===== config.mk =====
export PLATFORM = sky130hd
export DESIGN_NAME = jtframe_z80_romslot_flat
export DESIGN_NICKNAME = d
export VERILOG_FILES = /design/src/rtl/jtframe_z80_romslot_if.sv /design/src/rtl/jtframe_z80_romslot.sv /design/src/flat_wrapper.sv
export SDC_FILE = /design/constraint.sdc
export NUM_CORES = 1
export LEC_CHECK = 0
export ABC_AREA = 0
export CAP_MARGIN = 20
export CORE_MARGIN = 2
export CORE_UTILIZATION = 55
export CTS_BUF_LIST = sky130_fd_sc_hd__clkbuf_8
export DETAILED_ROUTE_END_ITERATION = 7
export PLACE_DENSITY_LB_ADDON = 0.08
export SETUP_SLACK_MARGIN = 0.02
export SLEW_MARGIN = 25
export SYNTH_ARGS = -nofsm -noshare
export SYNTH_HDL_FRONTEND = slang
export SYNTH_SLANG_ARGS = --single-unit

===== constraint.sdc =====
create_clock -name clk -period 2.7 [get_ports clk]
set_clock_uncertainty 0.05 [all_clocks]
set_input_delay 0.54 -clock clk [delete_from_list [all_inputs] [get_ports clk]]
set_output_delay 0.54 -clock clk [all_outputs]
set_load 0.1 [all_outputs]

===== src/rtl/jtframe_z80_romslot_if.sv =====
// Bus bundle between the CPU decoder / SDRAM slot (master) and the ROM slot (slave).
interface jtframe_z80_romslot_if #(
  parameter int unsigned AW = 16
);
  logic          cs;
  logic [AW-1:0] addr;
  logic          flush;
  logic [7:0]    dout;
  logic          rom_cs;
  logic          rom_ok;
  logic [AW-2:0] sdram_addr;
  logic          sdram_req;
  logic          sdram_ok;
  logic [15:0]   sdram_data;

  modport master (
    output cs, addr, flush, sdram_ok, sdram_data,
    input  dout, rom_cs, rom_ok, sdram_addr, sdram_req
  );

  modport slave (
    input  cs, addr, flush, sdram_ok, sdram_data,
    output dout, rom_cs, rom_ok, sdram_addr, sdram_req
  );
endinterface


===== src/rtl/jtframe_z80_romslot.sv =====
// Z80 ROM slot: 2-entry word cache in front of one SDRAM read slot.
// Hits are answered combinationally; misses issue one held word request.
module jtframe_z80_romslot #(
  parameter int unsigned AW = 16,
  parameter bit          LE = 1'b1
) (
  input  logic                  rst_n,
  input  logic                  clk,
  jtframe_z80_romslot_if.slave  bus
);
  localparam int unsigned WW = AW - 1;

  typedef enum logic {StIdle, StWait} state_t;

  state_t             r_state, w_state_d;
  logic               r_req, w_req_d;
  logic [WW-1:0]      r_saddr, w_saddr_d;
  logic               r_stale, w_stale_d;
  logic               w_fill;

  logic [1:0]         r_valid;
  logic [1:0][WW-1:0] r_tag;
  logic [1:0][15:0]   r_data;
  logic               r_lru;

  logic [1:0]         w_hit;
  logic               w_any_hit;
  logic [15:0]        w_word;
  logic               w_hi;

  // Tag compare against both entries, byte select from the hitting word.
  always_comb begin
    w_hit[0]  = r_valid[0] && (r_tag[0] == bus.addr[AW-1:1]);
    w_hit[1]  = r_valid[1] && (r_tag[1] == bus.addr[AW-1:1]);
    w_any_hit = |w_hit;
    w_word    = w_hit[1] ? r_data[1] : r_data[0];
    w_hi      = LE ? bus.addr[0] : ~bus.addr[0];
  end

  assign bus.rom_cs     = bus.cs;
  assign bus.rom_ok     = bus.cs && w_any_hit && !bus.flush;
  assign bus.dout       = w_hi ? w_word[15:8] : w_word[7:0];
  assign bus.sdram_addr = r_saddr;
  assign bus.sdram_req  = r_req;

  // Next-state logic: launch a request on a miss, finish it on sdram_ok.
  always_comb begin
    w_state_d = r_state;
    w_req_d   = r_req;
    w_saddr_d = r_saddr;
    w_stale_d = r_stale;
    w_fill    = 1'b0;
    unique case (r_state)
      StIdle: begin
        if (bus.cs && !w_any_hit && !bus.flush) begin
          w_saddr_d = bus.addr[AW-1:1];
          w_req_d   = 1'b1;
          w_state_d = StWait;
        end
      end
      StWait: begin
        // A flush while waiting poisons the word already in flight.
        if (bus.flush) w_stale_d = 1'b1;
        if (bus.sdram_ok) begin
          w_fill    = !r_stale && !bus.flush;
          w_req_d   = 1'b0;
          w_stale_d = 1'b0;
          w_state_d = StIdle;
        end
      end
    endcase
  end

  // Request FSM registers.
  always_ff @(posedge clk or negedge rst_n) begin
    if (!rst_n) begin
      r_state <= StIdle;
      r_req   <= 1'b0;
      r_saddr <= '0;
      r_stale <= 1'b0;
    end else begin
      r_state <= w_state_d;
      r_req   <= w_req_d;
      r_saddr <= w_saddr_d;
      r_stale <= w_stale_d;
    end
  end

  // Cache contents and victim pointer: flush beats fill, fill beats hit update.
  always_ff @(posedge clk or negedge rst_n) begin
    if (!rst_n) begin
      r_valid <= '0;
      r_tag   <= '0;
      r_data  <= '0;
      r_lru   <= 1'b0;
    end else if (bus.flush) begin
      r_valid <= '0;
      if (r_state == StIdle) r_lru <= 1'b0;
    end else if (w_fill) begin
      r_valid[r_lru] <= 1'b1;
      r_tag[r_lru]   <= r_saddr;
      r_data[r_lru]  <= bus.sdram_data;
      r_lru          <= ~r_lru;
    end else if (bus.cs && w_hit[0]) begin
      r_lru <= 1'b1;
    end else if (bus.cs && w_hit[1]) begin
      r_lru <= 1'b0;
    end
  end
endmodule


===== src/flat_wrapper.sv =====
// flat-port wrapper written by rule: the top's interface ports become plain ports
module jtframe_z80_romslot_flat 
#(
  parameter int unsigned AW = 16,
  parameter bit          LE = 1'b1
)
  (rst_n, clk, bus_cs, bus_addr, bus_flush, bus_sdram_ok, bus_sdram_data, bus_dout, bus_rom_cs, bus_rom_ok, bus_sdram_addr, bus_sdram_req);
  jtframe_z80_romslot_if #(.AW(AW)) bus_i ();
  input  logic rst_n;
  input  logic clk;
  input wire logic [$bits(bus_i.cs)-1:0] bus_cs;
  input wire logic [$bits(bus_i.addr)-1:0] bus_addr;
  input wire logic [$bits(bus_i.flush)-1:0] bus_flush;
  input wire logic [$bits(bus_i.sdram_ok)-1:0] bus_sdram_ok;
  input wire logic [$bits(bus_i.sdram_data)-1:0] bus_sdram_data;
  output wire logic [$bits(bus_i.dout)-1:0] bus_dout;
  output wire logic [$bits(bus_i.rom_cs)-1:0] bus_rom_cs;
  output wire logic [$bits(bus_i.rom_ok)-1:0] bus_rom_ok;
  output wire logic [$bits(bus_i.sdram_addr)-1:0] bus_sdram_addr;
  output wire logic [$bits(bus_i.sdram_req)-1:0] bus_sdram_req;
  assign bus_i.cs = bus_cs;
  assign bus_i.addr = bus_addr;
  assign bus_i.flush = bus_flush;
  assign bus_i.sdram_ok = bus_sdram_ok;
  assign bus_i.sdram_data = bus_sdram_data;
  assign bus_dout = bus_i.dout;
  assign bus_rom_cs = bus_i.rom_cs;
  assign bus_rom_ok = bus_i.rom_ok;
  assign bus_sdram_addr = bus_i.sdram_addr;
  assign bus_sdram_req = bus_i.sdram_req;
  jtframe_z80_romslot #(.AW(AW), .LE(LE)) u_core (.rst_n(rst_n), .clk(clk), .bus(bus_i));
endmodule

[Yosys cells after proc, flatten, opt, wreduce, memory -nomap -nowiden]
Index checks and enable logic that the tools add are counted.
Operators by class
  bitwise logic cells: 4
  equal/unequal tests: 5
  order comparisons: 2
  reductions and logical operators: 22
  muxes and demuxes: 27
Operator list (number)
  bitwise mux 32 bit: 1
  two-way mux 16 bit: 2
  bitwise mux 30 bit: 1
  equality test 15 bit: 2
  demux 16 bit (select 1 bit): 1
  demux 15 bit (select 1 bit): 1
  two-way mux 15 bit: 1
  two-way mux 1 bit: 14
  logical AND 1 bit: 10
  AND reduction 2 bit: 5
  two-way mux 8 bit: 1
  two-way mux 2 bit: 2
  != test 2 bit (second input constant): 2
  one-hot mux 1 bit (2 select lines): 2
  nonzero test 2 bit: 2
  nonzero test 4 bit: 1
  logical NOT 1 bit: 3
  NOT 1 bit: 3
  less-than comparator 1 x 2 -> 1 bit (second input constant): 1
  != test 2 x 1 -> 1 bit (second input constant): 1
  bitwise OR 2 bit: 1
  OR reduction 2 bit: 1
  demux 1 bit (select 1 bit): 1
  >= comparator 1 bit (second input constant): 1
Word-level totals
  bits of input ports: 37
  output and inout port bits: 26
  logic and storage cells: 70
  register bits after elaboration: 83

[Longest topological paths before layout]
  depth after elaboration: 8
  depth in mapped cells: 6
  depth with buffers taken out: 5

[Least setup slack after synthesis]
OpenSTA, ideal clock, no wires.
  kind: input to output
  start: input port bus_addr[6]
  end: output port bus_rom_ok
  arrival: 2.815 ns
  cell stages on the path: 4
  path slack: -0.705 ns
  required time: 2.110 ns
  path buffers: 0
  path through: xnor2_1 nand4_1 or4_1 a21oi_1
On the way
  word-level cells in the longest chain between the ends: 5
  elaborated cells between the ends (all ways): 7
  those cells by class: 2 x eq/ne; 5 x reduce/logical
RTL lines
  start: declaration: RTL line flat_wrapper.sv:12  | input wire logic [$bits(bus_i.addr)-1:0] bus_addr;
  equality test 15 bit (on tied branches): RTL line jtframe_z80_romslot.sv:33, jtframe_z80_romslot.sv:34
  logical AND 1 bit (on tied branches): RTL line jtframe_z80_romslot.sv:33, jtframe_z80_romslot.sv:34
  OR reduction 2 bit (*): RTL line jtframe_z80_romslot.sv:35  | w_any_hit = |w_hit;
  logical AND 1 bit (*) (2 in series): RTL line jtframe_z80_romslot.sv:41  | assign bus.rom_ok = bus.cs && w_any_hit && !bus.flush;
  end: declaration: RTL line flat_wrapper.sv:18  | output wire logic [$bits(bus_i.rom_ok)-1:0] bus_rom_ok;
Mark *: on every way between the ends. The rest lies on a longest branch, timed or not.

[Worst setup path in the final report]
  start: input port bus_addr[15]
  end: output port bus_dout[1]
On the way
  word-level cells in the longest chain between the ends: 4
RTL lines
  equality test 15 bit: RTL line jtframe_z80_romslot.sv:34  | w_hit[1] = r_valid[1] && (r_tag[1] == bus.addr[AW-1:1]);
  logical AND 1 bit: RTL line jtframe_z80_romslot.sv:34
  two-way mux 16 bit: RTL line jtframe_z80_romslot.sv:36  | w_word = w_hit[1] ? r_data[1] : r_data[0];
  two-way mux 8 bit: RTL line jtframe_z80_romslot.sv:42  | assign bus.dout = w_hi ? w_word[15:8] : w_word[7:0];
  end: declaration: RTL line flat_wrapper.sv:16  | output wire logic [$bits(bus_i.dout)-1:0] bus_dout;
Every way passes these cells.

==> key figures <==
Outcome
  • Status: finished, violations left
  • Failing checks: negative setup slack

Placed design
  • Port Buffers: 62
  • DP Area: 0.00486 mm2
  • Placed cells: 422
  • Final RePlAce weighted congestion: 0.837
  • Detail Placement HPWL: 5690 um

STA
  • Fmax: 0.338 GHz
  • Fin crit share: 109%
  • Slew Viols, Final: 0
  • Worst-Margin Slew: 0.396 ns
  • Period minus WS final: 2.96 ns
  • Unrepaired setup endpoints after global routing: yes
  • Setup_tns: -1.85 ns
  • Headroom to the max-slew limit: about three quarters
  • # setup viols final: 9
  • Worst setup margin: -0.256 ns
  • Final count of hold timing violations: 0

Finish
  • Fin nets: 399
  • Final Instance Count excl. Fillers: between 400 and 500
  • Fillers: 390
  • Core Util, Final: 80.2%
  • P&R area growth vs syn: 43.0%
  • Post-Layout Inst Area: 0.00539 mm2
  • Layout cells sized above 1: between 50 and 60%
  • # diodes: 0

Power and ir drop
  • Clock network fraction of design power: between 10% and 20%
  • Switching Power: 2150 uW
  • Sequential power share: roughly 36%
  • Sw Ratio: 39.1%
  • Internal power: 3360 uW
  • Lkg Pwr: 0.00246 uW
  • Maximum VDD drop: 0.765 mV
  • Pwr/cell area: 1020 mW/mm2
  • Combinational cell fraction of total power: 45.8%

Synthesis
  • Synthesized area: ~0.0038 mm2
  • Synth Area in XOR/XNOR: roughly 7.0%
  • Synth unique cells: 23
  • Seq/Total Area, Yosys: 55.1%
  • Syn. warnings: 0
  • Area fraction in compound gates after synthesis: about 1.8%
  • Mux cell area share after synthesis: 29.4%
  • Top FF cell, synth: dfrtp_1
  • FFs w/ async S/R, synth: 100%
  • EDFF count, synth: 0
  • Post-synthesis net count: 285
  • Post-Synthesis Cells: between 200 and 250
  • Yosys reg bits: 83
  • Synth Area in Adders: 0%
  • Synth Area in Simple Gates: 5.31%
  • Syn avg cell area: 15.2 um2
  • Largest family of logic cells by synthesized area: multiplexers

Detailed routing
  • Drt pass-1 iters: 4
  • Via density: 5.57
  • Drt wl/cell: 19.0 um
  • Drt first-iter violations: 86
  • Routed WL: 8490 um
  • Post-DRT Antenna Nets: 0
  • Via count: 2491
  • DRC errors left: 0

Worst setup path
  • Worst flop-to-flop path endpoint: u_core.bus.sdram_addr[5]
  • Critical-path cell list: dlygate4sd2_1 -> xnor2_1 -> nand4_1 -> nor4_4 -> buf_4 -> clkbuf_16 -> mux4_2 -> buf_12
  • WP data required: about 2.1 ns
  • CP Max Fanout: 4
  • CP arrival: ~2.4 ns
  • Slowest stage delay, CP: around 0.34 ns
  • CP startpoint: bus_addr[15]
  • RR Startpoint: u_core.r_tag[15]
  • Crit path kind: in2out
  • CP endpoint kind: primary output
  • R2R setup slack: 0.16 ns
  • Critical path's slowest cell: nor4_4
  • Startpoint Class: input pin
  • Worst-case reg-to-reg path depth: 11

Floorplan
  • Die Width: approximately 87 um
  • Core area: 0.00672 mm2
  • Die ar.: 0.00753 mm2
  • Row count: 30
  • Initial core utilization: 56.1%
  • DIE HEIGHT: about 87 um
  • IO Pins: 63

Clock network
  • Worst-Skew Late Latency: 0.36 ns
  • CTS buffer count: 9
  • Root Buffer: clkbuf_8
  • Reg clk slew, reported paths: around 0.080 ns
  • TritonCTS clock tree: built
  • Clock sinks: a little over 80
  • Htree depth: 3
  • Clk buf depth: 2

Min path
  • Hold Crit Start: bus_addr[11]
  • Hold depth: 2
  • Hold Crit Endpoint: u_core.bus.sdram_addr[10]
  • Worst hold path class: in2reg

GRT
  • Largest net degree at the start of global routing: 32
  • Global Route Usage Sum: 24.1%
  • GR Overflow Total: 0
  • Number of global-route vias before repair: 2651
  • Antenna violations before repair: 0
  • Global-route wire length before repair: 13400 um

Job
  • Max cap viols: 0
==> worst max-delay path: cells and delay by family <==
| family | cells | cell delay [ns] |
|---|---|---|
| xor+xnor | 1 | 0.21 |
| buf+inv | 4 | 0.76 |
| mux | 1 | 0.32 |
| simple gates | 2 | 0.52 |
==> area by class of cell <==
cell class | instances | area (um2) | area share, %
Clock buffer | 11 | 151 | 2.81
Multi-Input combinational cell | 153 | 1890 | 35.1
Clock inverter | 5 | 76.3 | 1.42
Sequential cell | 83 | 2080 | 38.5
Tap cell | 80 | 100 | 1.86
Inverter | 3 | 11.3 | 0.209
Timing Repair Buffer | 112 | 1080 | 20.1
==> cell families after synthesis <==
group | count (synthesis)
muxes | 85
buffers and inverters | 12
DFF | 83
xor gates and xnor gates | 30
and+or+nand+nor | 28
AOI/OAI and AO/OA | 10
==> power groups by stage <==
stage / clock network [uW] / registers, uW / logic, uW
6_report: 1010 / 1970 / 2530
5_1_grt: 1080 / 2020 / 2620
4_1_cts: 1030 / 1930 / 2410
3_5_place_dp: 0 / 1920 / 2310
3_3_place_gp: 0 / 1890 / 2280
2_1_floorplan: 0 / 2220 / 1180
==> metal layers <==
layer | GRT usage, % | vias to the layer above | part of all wire, %
met2 | 40.7 | 59 | 52
met4 | 10.4 | 0 | 3.3
met1 | 28.5 | 1278 | 40
met5 | 0 | - | 0
li1 | - | 1132 | -
met3 | 7.14 | 22 | 4.3
==> Yosys cell counts (2+ instances only) <==
| master | instances | area share (%) |
|---|---|---|
| a21o_2 | 2 | 0.46 |
| a21oi_1 | 4 | 0.53 |
| buf_1 | 4 | 0.40 |
| clkbuf_1 | 3 | 0.30 |
| dfrtp_1 | 83 | 55 |
| inv_1 | 3 | 0.30 |
| mux2_2 | 69 | 21 |
| mux2_4 | 8 | 3.2 |
| mux4_1 | 8 | 5.6 |
| nand2_1 | 4 | 0.40 |
| nand4_1 | 16 | 2.7 |
| nor4_4 | 2 | 1.1 |
| o21ai_0 | 2 | 0.27 |
| or4_1 | 2 | 0.40 |
| xnor2_1 | 30 | 7.0 |
==> registers in the layout, indices dropped and copies added, names as in the netlist <==
| signal | cells |
|---|---|
| u_core.bus.sdram_addr | 15 |
| u_core.r_stale | 1 |
| u_core.r_data | 32 |
| u_core.r_state | 1 |
| u_core.bus.sdram_req | 1 |
| u_core.r_tag | 30 |
| u_core.r_valid | 2 |
| u_core.r_lru | 1 |
==> worst max-delay path by stage <==
stage | endpoint | slack (ns) | depth (start not counted)
floorplan | bus_dout[0] | -0.19 | 4
global placement | bus_dout[0] | -0.52 | 7
global route | bus_dout[1] | -0.33 | 8
CTS | bus_dout[1] | -0.33 | 6
detailed placement | bus_dout[3] | -0.52 | 7
finish | bus_dout[1] | -0.26 | 8
==> what timing repair did <==
action	4_1_cts	5_1_grt
setup buffers	5	3
pin swaps	20	18
gates resized for setup	42	21
setup endpoints to repair	9	9
gates cloned	1	0
hold buffers	1	0
hold endpoints to repair	10	0
==> metrics by stage <==
step,total power [uW],setup slack (ns),hold WS (ns)
2_1_floorplan,3400,-0.186,0.194
3_3_place_gp,4170,-0.520,0.394
3_5_place_dp,4230,-0.525,0.398
4_1_cts,5370,-0.328,0.461
5_1_grt,5720,-0.330,0.453
6_report,5510,-0.256,0.453
==> cells in the final DEF (no fill, tap or decap), types with 4 or more instances in the layout <==
cell,n
buf_12,12
buf_4,61
clkbuf_8,11
clkdlybuf4s50_1,20
dfrtp_1,83
dlygate4sd2_1,11
inv_1,4
mux2_2,69
mux2_4,8
mux4_2,6
nand2_1,4
nand4_1,16
xnor2_1,7
xnor2_2,16
xnor2_4,7
No activity file was read; power rests on OpenSTA's default activity.
